`config.mk`:
```
export PLATFORM = sky130hd
export DESIGN_NAME = layer_gen
export DESIGN_NICKNAME = d
export VERILOG_FILES = /design/src/rtl/layer_gen.sv
export SDC_FILE = /design/constraint.sdc
export NUM_CORES = 1
export LEC_CHECK = 0
export CORE_MARGIN = 3
export CORE_UTILIZATION = 39
export CTS_BUF_LIST = sky130_fd_sc_hd__clkbuf_8
export CTS_CLUSTER_SIZE = 24
export DETAILED_ROUTE_END_ITERATION = 12
export DONT_BUFFER_PORTS = 1
export HOLD_SLACK_MARGIN = 0.06
export REMOVE_ABC_BUFFERS = 1
export SYNTH_ARGS = -nofsm -noshare
export SYNTH_HDL_FRONTEND = slang
export SYNTH_SLANG_ARGS = --single-unit
```
`constraint.sdc`:
```
create_clock -name clk -period 4.05 [get_ports clk]
set_input_delay 1.0125 -clock clk [delete_from_list [all_inputs] [get_ports clk]]
set_output_delay 1.0125 -clock clk [all_outputs]
set_load 0.01 [all_outputs]
```
`src/rtl/layer_gen.sv`:
```
`default_nettype none
// +----------------------------------------------------------------------------+
// | Module   : layer_gen                                                       |
// | Purpose  : LFSR-driven block-layer generator with an initial stack fill    |
// |            and a tick-counted delay between a request and each new layer.  |
// | Option   : define LAYER_GEN_HAZARD_EN to mark some non-path blocks as      |
// |            hazards (block_type_out=0 while layer_map_out=1).               |
// | Revision : 1.0  initial release                                            |
// +----------------------------------------------------------------------------+
module layer_gen #(
  parameter int          DELAY_MS    = 200,
  parameter logic [15:0] LFSR_SEED   = 16'hACE1,
  parameter int          FILL_LAYERS = 5
) (
  input  logic       clk,
  input  logic       rst,
  input  logic       module_en,
  input  logic       one_ms_tick,
  input  logic       next_req,
  output logic       load_layer,
  output logic [0:6] layer_map_out,
  output logic [0:6] block_type_out,
  output logic       busy
);

  localparam logic [2:0] S_IDLE      = 3'd0;
  localparam logic [2:0] S_FILL_GEN  = 3'd1;
  localparam logic [2:0] S_FILL_LOAD = 3'd2;
  localparam logic [2:0] S_READY     = 3'd3;
  localparam logic [2:0] S_WAIT      = 3'd4;
  localparam logic [2:0] S_GEN       = 3'd5;
  localparam logic [2:0] S_LOAD      = 3'd6;

  localparam int              FILL_W     = $clog2(FILL_LAYERS + 1);
  localparam logic [FILL_W-1:0] FILL_LAST = FILL_W'(FILL_LAYERS - 1);
  localparam logic [9:0]      DELAY_LAST = 10'(DELAY_MS - 1);
  localparam logic [2:0]      P_CENTER   = 3'd3;

  logic [2:0]        state_q, state_d;
  logic [15:0]       lfsr_q, lfsr_d;
  logic [2:0]        p_q, p_d;
  logic [FILL_W-1:0] fill_cnt_q, fill_cnt_d;
  logic [9:0]        tick_cnt_q, tick_cnt_d;
  logic              load_q, load_d;
  logic [0:6]        map_q, map_d;
  logic [0:6]        type_q, type_d;
  logic              busy_q, busy_d;

  logic [2:0]        w_p_next;
  logic [0:6]        w_map_new;
  logic [0:6]        w_type_new;
  logic              w_map_bit;

  // State register
  always_ff @(posedge clk) begin
    if (rst) begin
      state_q    <= S_IDLE;
      lfsr_q     <= LFSR_SEED;
      p_q        <= P_CENTER;
      fill_cnt_q <= '0;
      tick_cnt_q <= '0;
      load_q     <= 1'b0;
      map_q      <= '0;
      type_q     <= '0;
      busy_q     <= 1'b0;
    end else begin
      state_q    <= state_d;
      lfsr_q     <= lfsr_d;
      p_q        <= p_d;
      fill_cnt_q <= fill_cnt_d;
      tick_cnt_q <= tick_cnt_d;
      load_q     <= load_d;
      map_q      <= map_d;
      type_q     <= type_d;
      busy_q     <= busy_d;
    end
  end

  // Next-state logic
  always_comb begin
    state_d = state_q;
    if (!module_en) begin
      state_d = S_IDLE;
    end else begin
      case (state_q)
        S_IDLE:      state_d = S_FILL_GEN;
        S_FILL_GEN:  state_d = S_FILL_LOAD;
        S_FILL_LOAD: state_d = (fill_cnt_q == FILL_LAST) ? S_READY : S_FILL_GEN;
        S_READY:     if (next_req) state_d = S_WAIT;
        S_WAIT:      if (one_ms_tick && (tick_cnt_q == DELAY_LAST)) state_d = S_GEN;
        S_GEN:       state_d = S_LOAD;
        S_LOAD:      state_d = S_READY;
        default:     state_d = S_IDLE;
      endcase
    end
  end

  // New-layer composition from the pre-advance LFSR value
  always_comb begin
    if (p_q == 3'd0) begin
      w_p_next = 3'd1;
    end else if (p_q >= 3'd6) begin
      w_p_next = 3'd5;
    end else begin
      w_p_next = lfsr_q[0] ? (p_q + 3'd1) : (p_q - 3'd1);
    end
    w_map_new  = '0;
    w_type_new = '0;
    w_map_bit  = 1'b0;
    for (int k = 0; k < 7; k++) begin
      if (3'(k) == w_p_next) begin
        w_map_new[k]  = 1'b1;
        w_type_new[k] = 1'b1;
      end else begin
        w_map_bit    = lfsr_q[k+1] & lfsr_q[k+8];
        w_map_new[k] = w_map_bit;
`ifdef LAYER_GEN_HAZARD_EN
        w_type_new[k] = w_map_bit & ~lfsr_q[k];
`else
        w_type_new[k] = w_map_bit;
`endif
      end
    end
  end

  // Output and datapath logic
  always_comb begin
    lfsr_d     = lfsr_q;
    p_d        = p_q;
    fill_cnt_d = fill_cnt_q;
    tick_cnt_d = tick_cnt_q;
    map_d      = map_q;
    type_d     = type_q;
    load_d     = (state_d == S_FILL_LOAD) || (state_d == S_LOAD);
    busy_d     = (state_d != S_IDLE) && (state_d != S_READY);
    if (!module_en) begin
      // Abort clears the visible layer and recentres the path; LFSR is kept
      map_d  = '0;
      type_d = '0;
      p_d    = P_CENTER;
    end else begin
      case (state_q)
        S_IDLE:      fill_cnt_d = '0;
        S_FILL_GEN, S_GEN: begin
          lfsr_d = {lfsr_q[14:0], lfsr_q[15] ^ lfsr_q[13] ^ lfsr_q[12] ^ lfsr_q[10]};
          p_d    = w_p_next;
          map_d  = w_map_new;
          type_d = w_type_new;
        end
        S_FILL_LOAD: fill_cnt_d = fill_cnt_q + 1'b1;
        S_READY:     if (next_req) tick_cnt_d = '0;
        S_WAIT: begin
          if (one_ms_tick && (tick_cnt_q != 10'h3FF)) tick_cnt_d = tick_cnt_q + 10'd1;
        end
        default: ;
      endcase
    end
  end

  assign load_layer     = load_q;
  assign layer_map_out  = map_q;
  assign block_type_out = type_q;
  assign busy           = busy_q;

endmodule
`default_nettype wire

```
After elaboration in Yosys (flattened, before gate mapping)
Cells that the tools add are included.
W data, S select, Z words.
{ "classes": {"add_sub_neg": 4, "n_lt_le_gt_ge": 1, "eq_ne": 20, "n_mux": 19, "bitwise_logic": 11, "n_reduce_logical": 15} }
{ "ops": {"columns": ["op", "count"], "rows": [
  ["$pmux W3 S7", 1],
  ["$mux W10", 2],
  ["$pmux W10 S2", 1],
  ["$mux W3", 6],
  ["$eq A3 B3 Y1 const B", 5],
  ["$add A10 B1 Y10 const B", 1],
  ["$eq A10 B8 Y1 const B", 1],
  ["$ne A10 B10 Y1 const B", 1],
  ["$eq A3 B2 Y1 const B", 3],
  ["$eq A3 B3 Y1 const A", 3],
  ["$logic_not A3 Y1", 3],
  ["$and A1 B1 Y1", 7],
  ["$mux W1", 7],
  ["$add A3 B1 Y3 const B", 2],
  ["$eq A2 B3 Y1 const A", 2],
  ["$pmux W3 S2", 1],
  ["$ne A2 B2 Y1 const B", 2],
  ["$reduce_and A2 Y1", 2],
  ["$reduce_and A4 Y1", 1],
  ["$reduce_bool A2 Y1", 2],
  ["$reduce_or A2 Y1", 2],
  ["$eq A1 B3 Y1 const A", 1],
  ["$eq A3 B1 Y1 const B", 1],
  ["$ge A3 B3 Y1 const B", 1],
  ["other kinds (8)", 12]
]} }
{ "totals": {"ff_bits": 44, "input_bits": 5, "output_inout_bits": 16} }

Depth between registers and ports, before layout
{ "logic_depth": {"ltp_word": 7, "ltp_mapped": 8, "depth_no_buf": 6} }

Worst setup path before layout
OpenSTA, ideal clock, no wires.
{ "synth_timing": {"path_type": "input -> register", "startpoint": "input port next_req", "endpoint": "register tick_cnt_q[4]", "setup_ps": 71, "t_arrival_ps": 2161, "t_required_ps": 3979, "path_slack_ps": 1819, "cell_stages": 5, "path_buffers": 1, "cell_sequence": "and4b_1 -> o21ai_1 -> clkbuf_1 -> or4_1 -> a21oi_1"} }
{ "synth_between": {"elab_chain_cells": 2} }
{ "synth_rtl": {"columns": ["item", "line_no", "text"], "rows": [
  ["from (decl)", "19", "input logic next_req,"],
  ["$ne A2 B2 Y1 (no source line)", null, null],
  ["$reduce_and A4 Y1 (no source line)", null, null],
  ["to (signal assigned)", "71", "tick_cnt_q <= tick_cnt_d;"],
  ["to (decl)", "43", "logic [9:0] tick_cnt_q, tick_cnt_d;"]
]} }
Every way passes these cells.
A chain may end at the register's enable or synchronous reset.

Worst setup path after layout
{ "layout_timing": {"startpoint": "register state_q[0]", "endpoint": "register lfsr_q[0]"} }
{ "layout_between": {"elab_chain_cells": 3, "elab_cells_between_ends": 4} }
{ "layout_rtl": {"columns": ["item", "line_no", "text"], "rows": [
  ["from (decl)", "39", "logic [2:0] state_q, state_d;"],
  ["from (signal assigned)", "67", "state_q <= state_d;"],
  ["$eq A3 B1 Y1 or $eq A3 B3 Y1 (tied branches)", "142", "case (state_q)"],
  ["$reduce_or A2 Y1 (*)", "142", null],
  ["$reduce_and A2 Y1 (no source line) (*)", null, null],
  ["to (signal assigned)", "68", "lfsr_q <= lfsr_d;"],
  ["to (decl)", "40", "logic [15:0] lfsr_q, lfsr_d;"]
]} }
Mark *: on every way between the ends. The rest lies on a longest branch, timed or not.

==> flow_summary.yaml <==
grt:
  grt_pass1_wl_um: 8020
  antenna_found_initial: 0
  grt_pass1_vias: 1723
  grt.total_usage: 0.151
  grt_max_degree: 21
  gr-total-overflow: 0
floorplan:
  die_area_um2: 6720
  ios: 21
  fp.dieH_um: 82.0
  rows: 27
  start_util: 0.406
  die_w_um: 82.0
  coreArea_um2: 5540
cells_and_area:
  antenna_cells: 0
  nets: 275
  drive_gt1_frac: 0.0637
  area_growth_syn_to_layout_pct: 3.56
  final_common_cell: "nand2_1"
  final_cell_mix: "nand2_1, dfxtp_1, a21oi_1, o21ai_0, nand3_1"
  final_core_util: 0.421
clocking:
  cts-resized-gates: 0
  hold_buffers: 0
  clockBufferDepth: 2
  clk_latency_ps: 300
  clk_pin_slew_ps: 90
  cts_tree: "built"
  cts_max_level: 2
  cts_setup_buffers: 0
  clock-sinks: 44
  numCtsBuffers: 5
  cts_root_buffer: "clkbuf_8"
pwr:
  leakagePower_nw: 0.838
  cellPowerDensity_nw_per_um2: 379
  peakVddDrop_v: 0.000232
detailed_routing:
  drtIter0Drc: 104
  wl_um: 4890
  post_drt_wl_per_cell_um: 14.4
  vias: 1896
  drt-pass1-iter-count: 5
  drcViolationCount: 0
  wl_met1_um: 2450
  vias_per_cell: 5.59
  met3_length_um: 224
  top_layer: "met4"
  detail-route-antenna-nets: 0
  dr_wl_met2_um: 2200
hold_path:
  min_delay_worst_endpoint: "lfsr_q[3]$_SDFFE_PP0P_"
  holdCritPathClass: "flip-flop to flip-flop"
  whs_path_depth: 2
  min_from: "lfsr_q[2]$_SDFFE_PP0P_"
critical_path:
  critPathCaptureType: "flip-flop"
  crit_path_frequent_cell: "nand2_1"
  required_ps: 4220
  cp_cell_sequence: "nor2b_1, nand2_1, nand2_1, o211ai_1"
  rr_worst_depth: 4
  worstSetupPathType: "flip-flop to flip-flop"
  critPathMaxFanout: 18
  critPathMaxStageDelay_ps: 860
  r2r_start: "state_q[0]$_SDFF_PP0_"
  critPathSlowestCell: "nor2b_1"
  reg2reg_slack_ps: 1610
  r2r-end: "lfsr_q[0]$_SDFFE_PP1P_"
  startpoint_type: "flip-flop"
  worstPathArrival_ps: 2610
  crit_path_start: "state_q[0]$_SDFF_PP0_"
placed_design:
  gp_congestion: 0.814
  dp_hpwl_um: 3310
  io_buffers: 0
yosys:
  synth.area.mux_share: 0.00445
  synth-edff-count: 0
  synth_ff_type: "dfxtp_1"
  synth_xor_area_frac: 0.0195
  synthSimpleGateAreaFrac: 0.282
  synthCells: 282
  syn_area_per_cell_um2: 7.98
  synth-compound-area-share: 0.200
  synth_warnings: 0
  synthAdderAreaFrac: 0.0256
  synth_top_family_by_area: "simple AND/OR/NAND/NOR gates"
  syn-cell-area_um2: 2250
  ys_seq_area_frac: 0.392
  ys_types: 52
  ys_async_sr_fraction: 0
  ys_seq_elements: 44
sta:
  tightest_slew_ps: 1020
  fin_worst_skew_ps: 10.6
  hold_violations: 0
  tns_ps: 0
  slew_viol_final: 0
  timing.hold.ws_ps: 466
  max_freq_mhz: 410
  setup_viol: 0
  relSlewSlack: 0.319
  rsz0062_at_grt: "no"
  fin_crit_sh: 0.603
  period_needed_ps: 2440
status:
  status: "completed"
flow_run:
  drv_cap: 0
state kept, by name, indices dropped and copies added (netlist names):
signal and cells:
lfsr_q 16, tick_cnt_q 10, block_type_out 7, fill_cnt_q 3, p_q 3, state_q 3
busy 1, load_layer 1
power breakdown:
group	switching [mW]	internal [mW]	total, mW
registers	0.0156	0.444	0.459
logic	0.0356	0.0261	0.0618
clock network	0.159	0.202	0.361
total	0.210	0.672	0.882
logic make-up (layout without fill, tap and decap cells):
group                    Yosys count  after routing
XOR/XNOR                           5              5
flip-flops                        44             44
buffers and inverters             33             18
adder cells (fa/ha/maj)            4              4
AO/OA/AOI/OAI                     76             76
AND/OR/NAND/NOR                  119            119
multiplexers                       1              1
how the worst max path moves through the flow:
| stage | slack (ps) | endpoint | depth (start not counted) |
|---|---|---|---|
| after global routing | 1420 | lfsr_q[0]$_SDFFE_PP1P_ | 4 |
| after CTS | 1700 | lfsr_q[0]$_SDFFE_PP1P_ | 4 |
| after detailed placement | 1670 | tick_cnt_q[2]$_SDFFE_PP0P_ | 4 |
| after global placement | 1710 | lfsr_q[0]$_SDFFE_PP1P_ | 4 |
| final | 1610 | lfsr_q[0]$_SDFFE_PP1P_ | 4 |
| after floorplan | 1870 | tick_cnt_q[2]$_SDFFE_PP0P_ | 4 |
cells in the mapped netlist (all sizes together) (4+ instances only):
| cell type | n | area, µm² |
|---|---|---|
| a21oi | 34 | 170 |
| dfxtp | 44 | 881 |
| nand3 | 13 | 65.1 |
| nand4 | 4 | 25.0 |
| and4 | 4 | 35.0 |
| nor2 | 7 | 26.3 |
| inv | 8 | 30.0 |
| or4 | 6 | 45.0 |
| nor2b | 4 | 25.0 |
| nand2b | 5 | 31.3 |
| clkbuf | 10 | 37.5 |
| xnor2 | 4 | 35.0 |
| and3 | 4 | 25.0 |
| o21ai | 18 | 90.1 |
| o31ai | 4 | 30.0 |
| nand2 | 51 | 191 |
| buf | 14 | 101 |
per-stage QoR:
| stage | setup WS, ps | instances | power, mW | instance area [µm²] |
|---|---|---|---|---|
| finish | 1610 | 339 | 0.882 | 2330 |
| global route | 1420 | 339 | 0.911 | 2330 |
| CTS | 1700 | 339 | 0.890 | 2330 |
| detailed placement | 1670 | 331 | 0.531 | 2210 |
| global placement | 1710 | 331 | 0.530 | 2210 |
| floorplan | 1870 | 258 | 0.516 | 2110 |
critical path: cells and delay by family, from the launching register on:
family,cells,cell delay (ps)
compound gates,1,100
simple gates,3,1660
flops,1,550
metal layers:
| layer | track usage | up-vias |
|---|---|---|
| li1 | - | 958 |
| met3 | 0.0373 | 4 |
| met2 | 0.235 | 42 |
| met5 | 0 | - |
| met1 | 0.207 | 892 |
| met4 | 0.0415 | 0 |
layout make-up:
class | count | area (µm²)
clock buffers | 6 | 82.6
clock inverters | 2 | 38.8
fillers | 570 | 3210
inverters | 9 | 33.8
multi-input cells | 205 | 1200
flip-flops and latches | 44 | 881
well taps | 72 | 90.1
repair buffers | 1 | 7.51
No activity file was read; power rests on OpenSTA's default activity.
